## src/rtl/mem_responder.sv

```systemverilog
// mem_responder: register-array memory responder with fixed read latency,
// sticky protocol-error flags and saturating access counters.
module mem_responder #(
  parameter int ADDR_WIDTH   = 5,
  parameter int DATA_WIDTH   = 8,
  parameter int READ_LATENCY = 1,
  parameter int CNT_WIDTH    = 16
) (
  input  logic                  clk,
  input  logic                  rst_n,
  input  logic                  read,
  input  logic                  write,
  input  logic [ADDR_WIDTH-1:0] addr,
  input  logic [DATA_WIDTH-1:0] data_in,
  output logic [DATA_WIDTH-1:0] data_out,
  output logic                  rd_valid,
  output logic                  ready,
  output logic                  err_rw,
  output logic                  err_drop,
  output logic [CNT_WIDTH-1:0]  wr_count,
  output logic [CNT_WIDTH-1:0]  rd_count
);
  typedef enum logic {IDLE, RD_WAIT} state_t;
  localparam logic [2:0] LAT_LOAD = 3'(READ_LATENCY - 1);
  state_t                r_state, w_state_n;
  logic [DATA_WIDTH-1:0] r_mem [2**ADDR_WIDTH];
  logic [DATA_WIDTH-1:0] r_data_out;
  logic [ADDR_WIDTH-1:0] r_rd_addr, w_fire_addr;
  logic [2:0]            r_lat_cnt;
  logic [CNT_WIDTH-1:0]  r_wr_cnt, r_rd_cnt;
  logic                  r_rd_valid, r_err_rw, r_err_drop;
  logic                  w_acc, w_wr, w_rd, w_rw, w_drop, w_done, w_fire;
  assign ready    = r_state == IDLE;
  assign data_out = r_data_out;
  assign rd_valid = r_rd_valid;
  assign err_rw   = r_err_rw;
  assign err_drop = r_err_drop;
  assign wr_count = r_wr_cnt;
  assign rd_count = r_rd_cnt;
  // With unit latency the read completes on its own sampling edge straight from addr.
  always_comb begin
    w_acc       = r_state == IDLE;
    w_wr        = w_acc & write & ~read;
    w_rd        = w_acc & read & ~write;
    w_rw        = w_acc & read & write;
    w_drop      = ~w_acc & (read | write);
    w_done      = r_state == RD_WAIT && r_lat_cnt == 3'd1;
    w_fire      = (READ_LATENCY == 1) ? w_rd : w_done;
    w_fire_addr = (READ_LATENCY == 1) ? addr : r_rd_addr;
    w_state_n   = w_done ? IDLE : (w_rd && READ_LATENCY > 1) ? RD_WAIT : r_state;
  end
  always_ff @(posedge clk or negedge rst_n) begin
    if (!rst_n) begin
      r_state    <= IDLE;
      r_data_out <= '0;
      r_rd_valid <= 1'b0;
      r_rd_addr  <= '0;
      r_lat_cnt  <= '0;
      r_err_rw   <= 1'b0;
      r_err_drop <= 1'b0;
      r_wr_cnt   <= '0;
      r_rd_cnt   <= '0;
      for (int i = 0; i < 2**ADDR_WIDTH; i++) r_mem[i] <= '0;
    end else begin
      r_state    <= w_state_n;
      r_rd_valid <= w_fire;
      if (w_wr) r_mem[addr] <= data_in;
      if (w_fire) r_data_out <= r_mem[w_fire_addr];
      if (w_rd) r_rd_addr <= addr;
      if (w_rd) r_lat_cnt <= LAT_LOAD;
      else if (r_state == RD_WAIT) r_lat_cnt <= r_lat_cnt - 3'd1;
      if (w_rw) r_err_rw <= 1'b1;
      if (w_drop) r_err_drop <= 1'b1;
      if (w_wr && r_wr_cnt != '1) r_wr_cnt <= r_wr_cnt + 1'b1;
      if (w_fire && r_rd_cnt != '1) r_rd_cnt <= r_rd_cnt + 1'b1;
    end
  end
endmodule

```

## config.mk

```make
export PLATFORM = sky130hd
export DESIGN_NAME = mem_responder
export DESIGN_NICKNAME = d
export VERILOG_FILES = /design/src/rtl/mem_responder.sv
export SDC_FILE = /design/constraint.sdc
export NUM_CORES = 1
export LEC_CHECK = 0
export CORE_ASPECT_RATIO = 1.4
export CORE_MARGIN = 2
export CORE_UTILIZATION = 50
export CTS_CLUSTER_SIZE = 10
export DETAILED_ROUTE_END_ITERATION = 8
export PLACE_DENSITY_LB_ADDON = 0.08
export SLEW_MARGIN = 20
export SYNTH_ARGS = -nofsm -noshare
export SYNTH_HDL_FRONTEND = slang
export SYNTH_SLANG_ARGS = --single-unit
export TNS_END_PERCENT = 10
```

## constraint.sdc

```tcl
create_clock -name clk -period 2.4 [get_ports clk]
set_input_delay 0.36 -clock clk [delete_from_list [all_inputs] [get_ports clk]]
set_output_delay 0.36 -clock clk [all_outputs]
set_load 0.03 [all_outputs]
```

==> impl_metrics.xml <==
<?xml version="1.0" encoding="UTF-8"?>
<metrics>
  <group name="die">
    <metric name="core-area" unit="um^2">27500</metric>
    <metric name="fp.dieArea" unit="um^2">29100</metric>
    <metric name="starting_density_of_the_core" unit="">0.505</metric>
    <metric name="die_y" unit="um">201</metric>
    <metric name="num_io_pins" unit="">61</metric>
    <metric name="num_rows" unit="">72</metric>
    <metric name="die-width" unit="um">145</metric>
  </group>
  <group name="synth">
    <metric name="synth-async-reset-ratio" unit="">1.00</metric>
    <metric name="synthTopCellsByArea" unit="">dfrtp_1 54%, mux2_2 21%, mux4_2 6.6%</metric>
    <metric name="synth.top_cells.by_count" unit="">298 x dfrtp_1, 253 x mux2_2, 43 x mux2i_1, 41 x mux4_2, 23 x clkbuf_1</metric>
    <metric name="number_of_flops_mapped_to_enable_cells_by_yosys" unit="">0</metric>
    <metric name="ys_seq_elements" unit="">298</metric>
    <metric name="simple_gate_fraction_of_synth_area" unit="">0.0663</metric>
    <metric name="yosysUniqueCellTypes" unit="">72</metric>
    <metric name="synth_xor_xnor_area_share" unit="">0.0164</metric>
    <metric name="synth_flop_cell" unit="">dfrtp_1</metric>
    <metric name="yosys.area_share.adder" unit="">0.00180</metric>
    <metric name="multiplexer_share_of_the_synthesized_area" unit="">0.313</metric>
    <metric name="synth.largest_area_cell" unit="">dfrtp_1</metric>
    <metric name="ys_seq_area_frac" unit="">0.537</metric>
    <metric name="synth_fp_nets" unit="">978</metric>
    <metric name="synth.most_common_cell" unit="">dfrtp_1</metric>
    <metric name="synthesis.area_per_instance" unit="um^2">14.5</metric>
    <metric name="synthesized_netlist_cell_count" unit="">959</metric>
    <metric name="synth_top_family_by_area" unit="">multiplexers</metric>
    <metric name="synth.cell_area" unit="um^2">13900</metric>
    <metric name="synth_top_cell_area_share" unit="">0.537</metric>
    <metric name="yosys_warnings" unit="">0</metric>
    <metric name="synth_compound_area_frac" unit="">0.0374</metric>
  </group>
  <group name="cts">
    <metric name="postCtsSetupBuffers" unit="">0</metric>
    <metric name="cts_made_buffers" unit="">35</metric>
    <metric name="max-clock-path-buffers" unit="">3</metric>
    <metric name="clkSlewWorstSetupHoldPaths" unit="ns">0.05</metric>
    <metric name="cts_tree" unit="">done</metric>
    <metric name="cts_root_buffer" unit="">clkbuf_16</metric>
    <metric name="htree_levels" unit="">2</metric>
    <metric name="clkLatencyLatePin" unit="ns">0.51</metric>
    <metric name="tritoncts_num_sinks" unit="">298</metric>
  </group>
  <group name="timing">
    <metric name="final_min_period_over_clock_period" unit="">0.846</metric>
    <metric name="final_setup_vio_count" unit="">0</metric>
    <metric name="grt_setup_unrepaired" unit="">no</metric>
    <metric name="achievable-frequency" unit="MHz">493</metric>
    <metric name="layout_min_cycle_time" unit="ns">2.03</metric>
    <metric name="fin_worst_skew" unit="ns">0.00992</metric>
    <metric name="final_hold_viol_count" unit="">0</metric>
    <metric name="maxSlewHeadroom" unit="">0.511</metric>
    <metric name="layout_setup_ws" unit="ns">0.370</metric>
    <metric name="fin_tns_setup" unit="ns">0</metric>
    <metric name="final_max_slew_viol_count" unit="">0</metric>
    <metric name="worstMarginPinSlew" unit="ns">0.731</metric>
  </group>
  <group name="grt">
    <metric name="grt_pass1_vias" unit="">8875</metric>
    <metric name="antenna_violations_before_repair" unit="">0</metric>
    <metric name="grt.met3_usage" unit="">0.0336</metric>
    <metric name="grtUsageMet2" unit="">0.415</metric>
    <metric name="grt_max_degree" unit="">66</metric>
    <metric name="grt.busiest_layer" unit="">met2</metric>
    <metric name="grt_overflow_total" unit="">0</metric>
    <metric name="grt_pass1_wl" unit="mm">53.9</metric>
    <metric name="use_met1" unit="">0.336</metric>
    <metric name="globalRouteTotalUtil" unit="">0.246</metric>
  </group>
  <group name="setup_path">
    <metric name="crit_path_start_kind" unit="">register</metric>
    <metric name="crit_buf_inv" unit="">1</metric>
    <metric name="critical_path.endpoint_type" unit="">output port</metric>
    <metric name="cp_slowest_stage_delay" unit="ns">0.71</metric>
    <metric name="cp_max_fo" unit="">6</metric>
    <metric name="critical-path-slowest-cell" unit="">clkdlybuf4s50_1</metric>
    <metric name="critical_path.top_delay_family" unit="">buffers and inverters</metric>
    <metric name="timing.critical_path.required" unit="ns">2.04</metric>
    <metric name="crit_path_cell_trace" unit="">clkdlybuf4s50_1</metric>
    <metric name="critical_path_arrival" unit="ns">1.67</metric>
    <metric name="timing.setup.critical_path_class" unit="">register to output port</metric>
  </group>
  <group name="place">
    <metric name="placed_cells" unit="">1403</metric>
    <metric name="post_place_instance_area" unit="um^2">15400</metric>
    <metric name="place_worst_setup_slack" unit="ns">-0.125</metric>
    <metric name="finalWeightedCongestion" unit="">0.869</metric>
    <metric name="io_buffers" unit="">58</metric>
    <metric name="hpwlAfterDp" unit="mm">22.9</metric>
  </group>
  <group name="power_and_ir_drop">
    <metric name="power.leakage" unit="nW">7.54</metric>
    <metric name="p_sw_frac" unit="">0.263</metric>
    <metric name="power.density_cell_area" unit="nW/um^2">794</metric>
    <metric name="power.share.combinational" unit="">0.170</metric>
    <metric name="seqPwrFrac" unit="">0.475</metric>
    <metric name="clkPwrFrac" unit="">0.356</metric>
    <metric name="p_int" unit="W">0.00958</metric>
    <metric name="vdd_ir_drop_max" unit="mV">0.543</metric>
    <metric name="switchingPower" unit="W">0.00342</metric>
  </group>
  <group name="cells_and_area">
    <metric name="diodes" unit="">0</metric>
    <metric name="layout.cell_area.non_filler" unit="um^2">16400</metric>
    <metric name="nNetsFinal" unit="">1090</metric>
    <metric name="layout-drive-gt1-share" unit="">0.419</metric>
    <metric name="area_growth_syn_to_layout" unit="%">17.9</metric>
    <metric name="fin_cells" unit="">1442</metric>
  </group>
  <group name="routing">
    <metric name="post_drt_via_cell_ratio" unit="">5.93</metric>
    <metric name="drt-total-wl" unit="mm">34.1</metric>
    <metric name="firstDrtPassIters" unit="">4</metric>
    <metric name="detail-route-antenna-nets" unit="">0</metric>
    <metric name="overall_via_count_from_detail_route" unit="">8556</metric>
    <metric name="post_drt_wl_per_cell" unit="um">23.7</metric>
    <metric name="drt_iter0_drc" unit="">494</metric>
    <metric name="drc_errors" unit="">0</metric>
  </group>
  <group name="job">
    <metric name="drv_cap" unit="">0</metric>
  </group>
  <group name="status">
    <metric name="status" unit="">complete, no violations</metric>
  </group>
  <group name="min_path">
    <metric name="hold_class" unit="">primary input to asynchronous set/reset pin</metric>
  </group>
</metrics>
-- worst register-to-register path, cell delays in order, from the launching register on --
cell      delay [ns]
dfrtp_1         0.41
ha_1            0.21
nand3_1         0.14
nor4_1          0.46
buf_4           0.25
a211oi_1        0.10
xor2_1          0.17
-- kinds of logic (layout without fill, tap and decap cells) --
| logic type | after synthesis | count (layout) |
|---|---|---|
| flip-flops | 298 | 298 |
| AND/OR/NAND/NOR | 143 | 143 |
| adder cells (fa/ha/maj) | 2 | 2 |
| multiplexers | 346 | 346 |
| other | 2 | 2 |
| buffers and inverters | 69 | 182 |
| AO/OA/AOI/OAI | 73 | 73 |
| XOR/XNOR | 26 | 26 |
-- layout make-up --
type	instances	area, um^2
fill	2203	11100
sequential	298	7460
multi-input combinational	592	6050
timing repair buffer	138	1450
clock buffer	38	940
tap	370	463
inverter	6	22.5
-- registers in the layout (all words and copies together), names as in the netlist --
register and flops:
err_rw 1, wr_count 16, rd_valid 1, rd_count 16, r_mem 256, data_out 8
-- through the flow --
stage / hold WS [ns] / utilization / total power (W)
2_1_floorplan: 0.0644 / - / 0.00756
4_1_cts: 0.382 / 0.596 / 0.0131
6_report: 0.374 / 0.596 / 0.0130
5_1_grt: 0.399 / 0.596 / 0.0136
3_3_place_gp: 0.328 / 0.562 / 0.00842
3_5_place_dp: 0.328 / 0.562 / 0.00848
-- power by group through the flow --
stage          clock network, W  logic (W)  registers [W]
6_report                0.00462    0.00220        0.00617
5_1_grt                 0.00495    0.00239        0.00626
4_1_cts                 0.00473    0.00224        0.00617
3_5_place_dp                  0    0.00223        0.00625
3_3_place_gp                  0    0.00219        0.00623
2_1_floorplan                 0    0.00119        0.00636
-- per-layer routing --
layer | routed length, um | share of wire
met3 | 1330 | 0.039
met2 | 17500 | 0.51
met4 | 800 | 0.023
met5 | 0 | 0
met1 | 14500 | 0.42
-- worst paths after layout --
path	from	endpoint	slack, ns	cells past startpoint
min in group clk	err_rw	err_rw	0.45	1
setup / recovery	rd_count[7]	rd_count[7]	0.37	1
max in group asynchronous	rst_n	r_mem[183]	1.30	3
setup reg to reg	wr_count[0]	wr_count[3]	0.54	6
hold reg to reg	err_rw	err_rw	0.45	1
hold / removal	rst_n	wr_count[3]	0.37	2
-- cell usage in the layout, fill, tap and decap left out, types with 6 or more instances in the layout --
cell and instances:
dfrtp_1 298, mux2_2 253, buf_4 60, clkdlybuf4s50_1 55
mux2i_1 43, mux4_2 41, clkbuf_16 37, buf_12 21
nand2_1 20, nor2_1 17, xor2_1 16, nand2_2 14
nand3_1 14, a22oi_1 12, o22ai_1 12, nor3_1 12
xnor2_1 10, and3_1 9, o21ai_0 8, a211oi_1 8
mux2_1 6
-- repair_timing --
action / in CTS / in global routing
hold buffers: 1 / 0
hold endpoints to repair: 46 / 0
gates resized for setup: 0 / 0
Power figures use the tool's default switching activity.
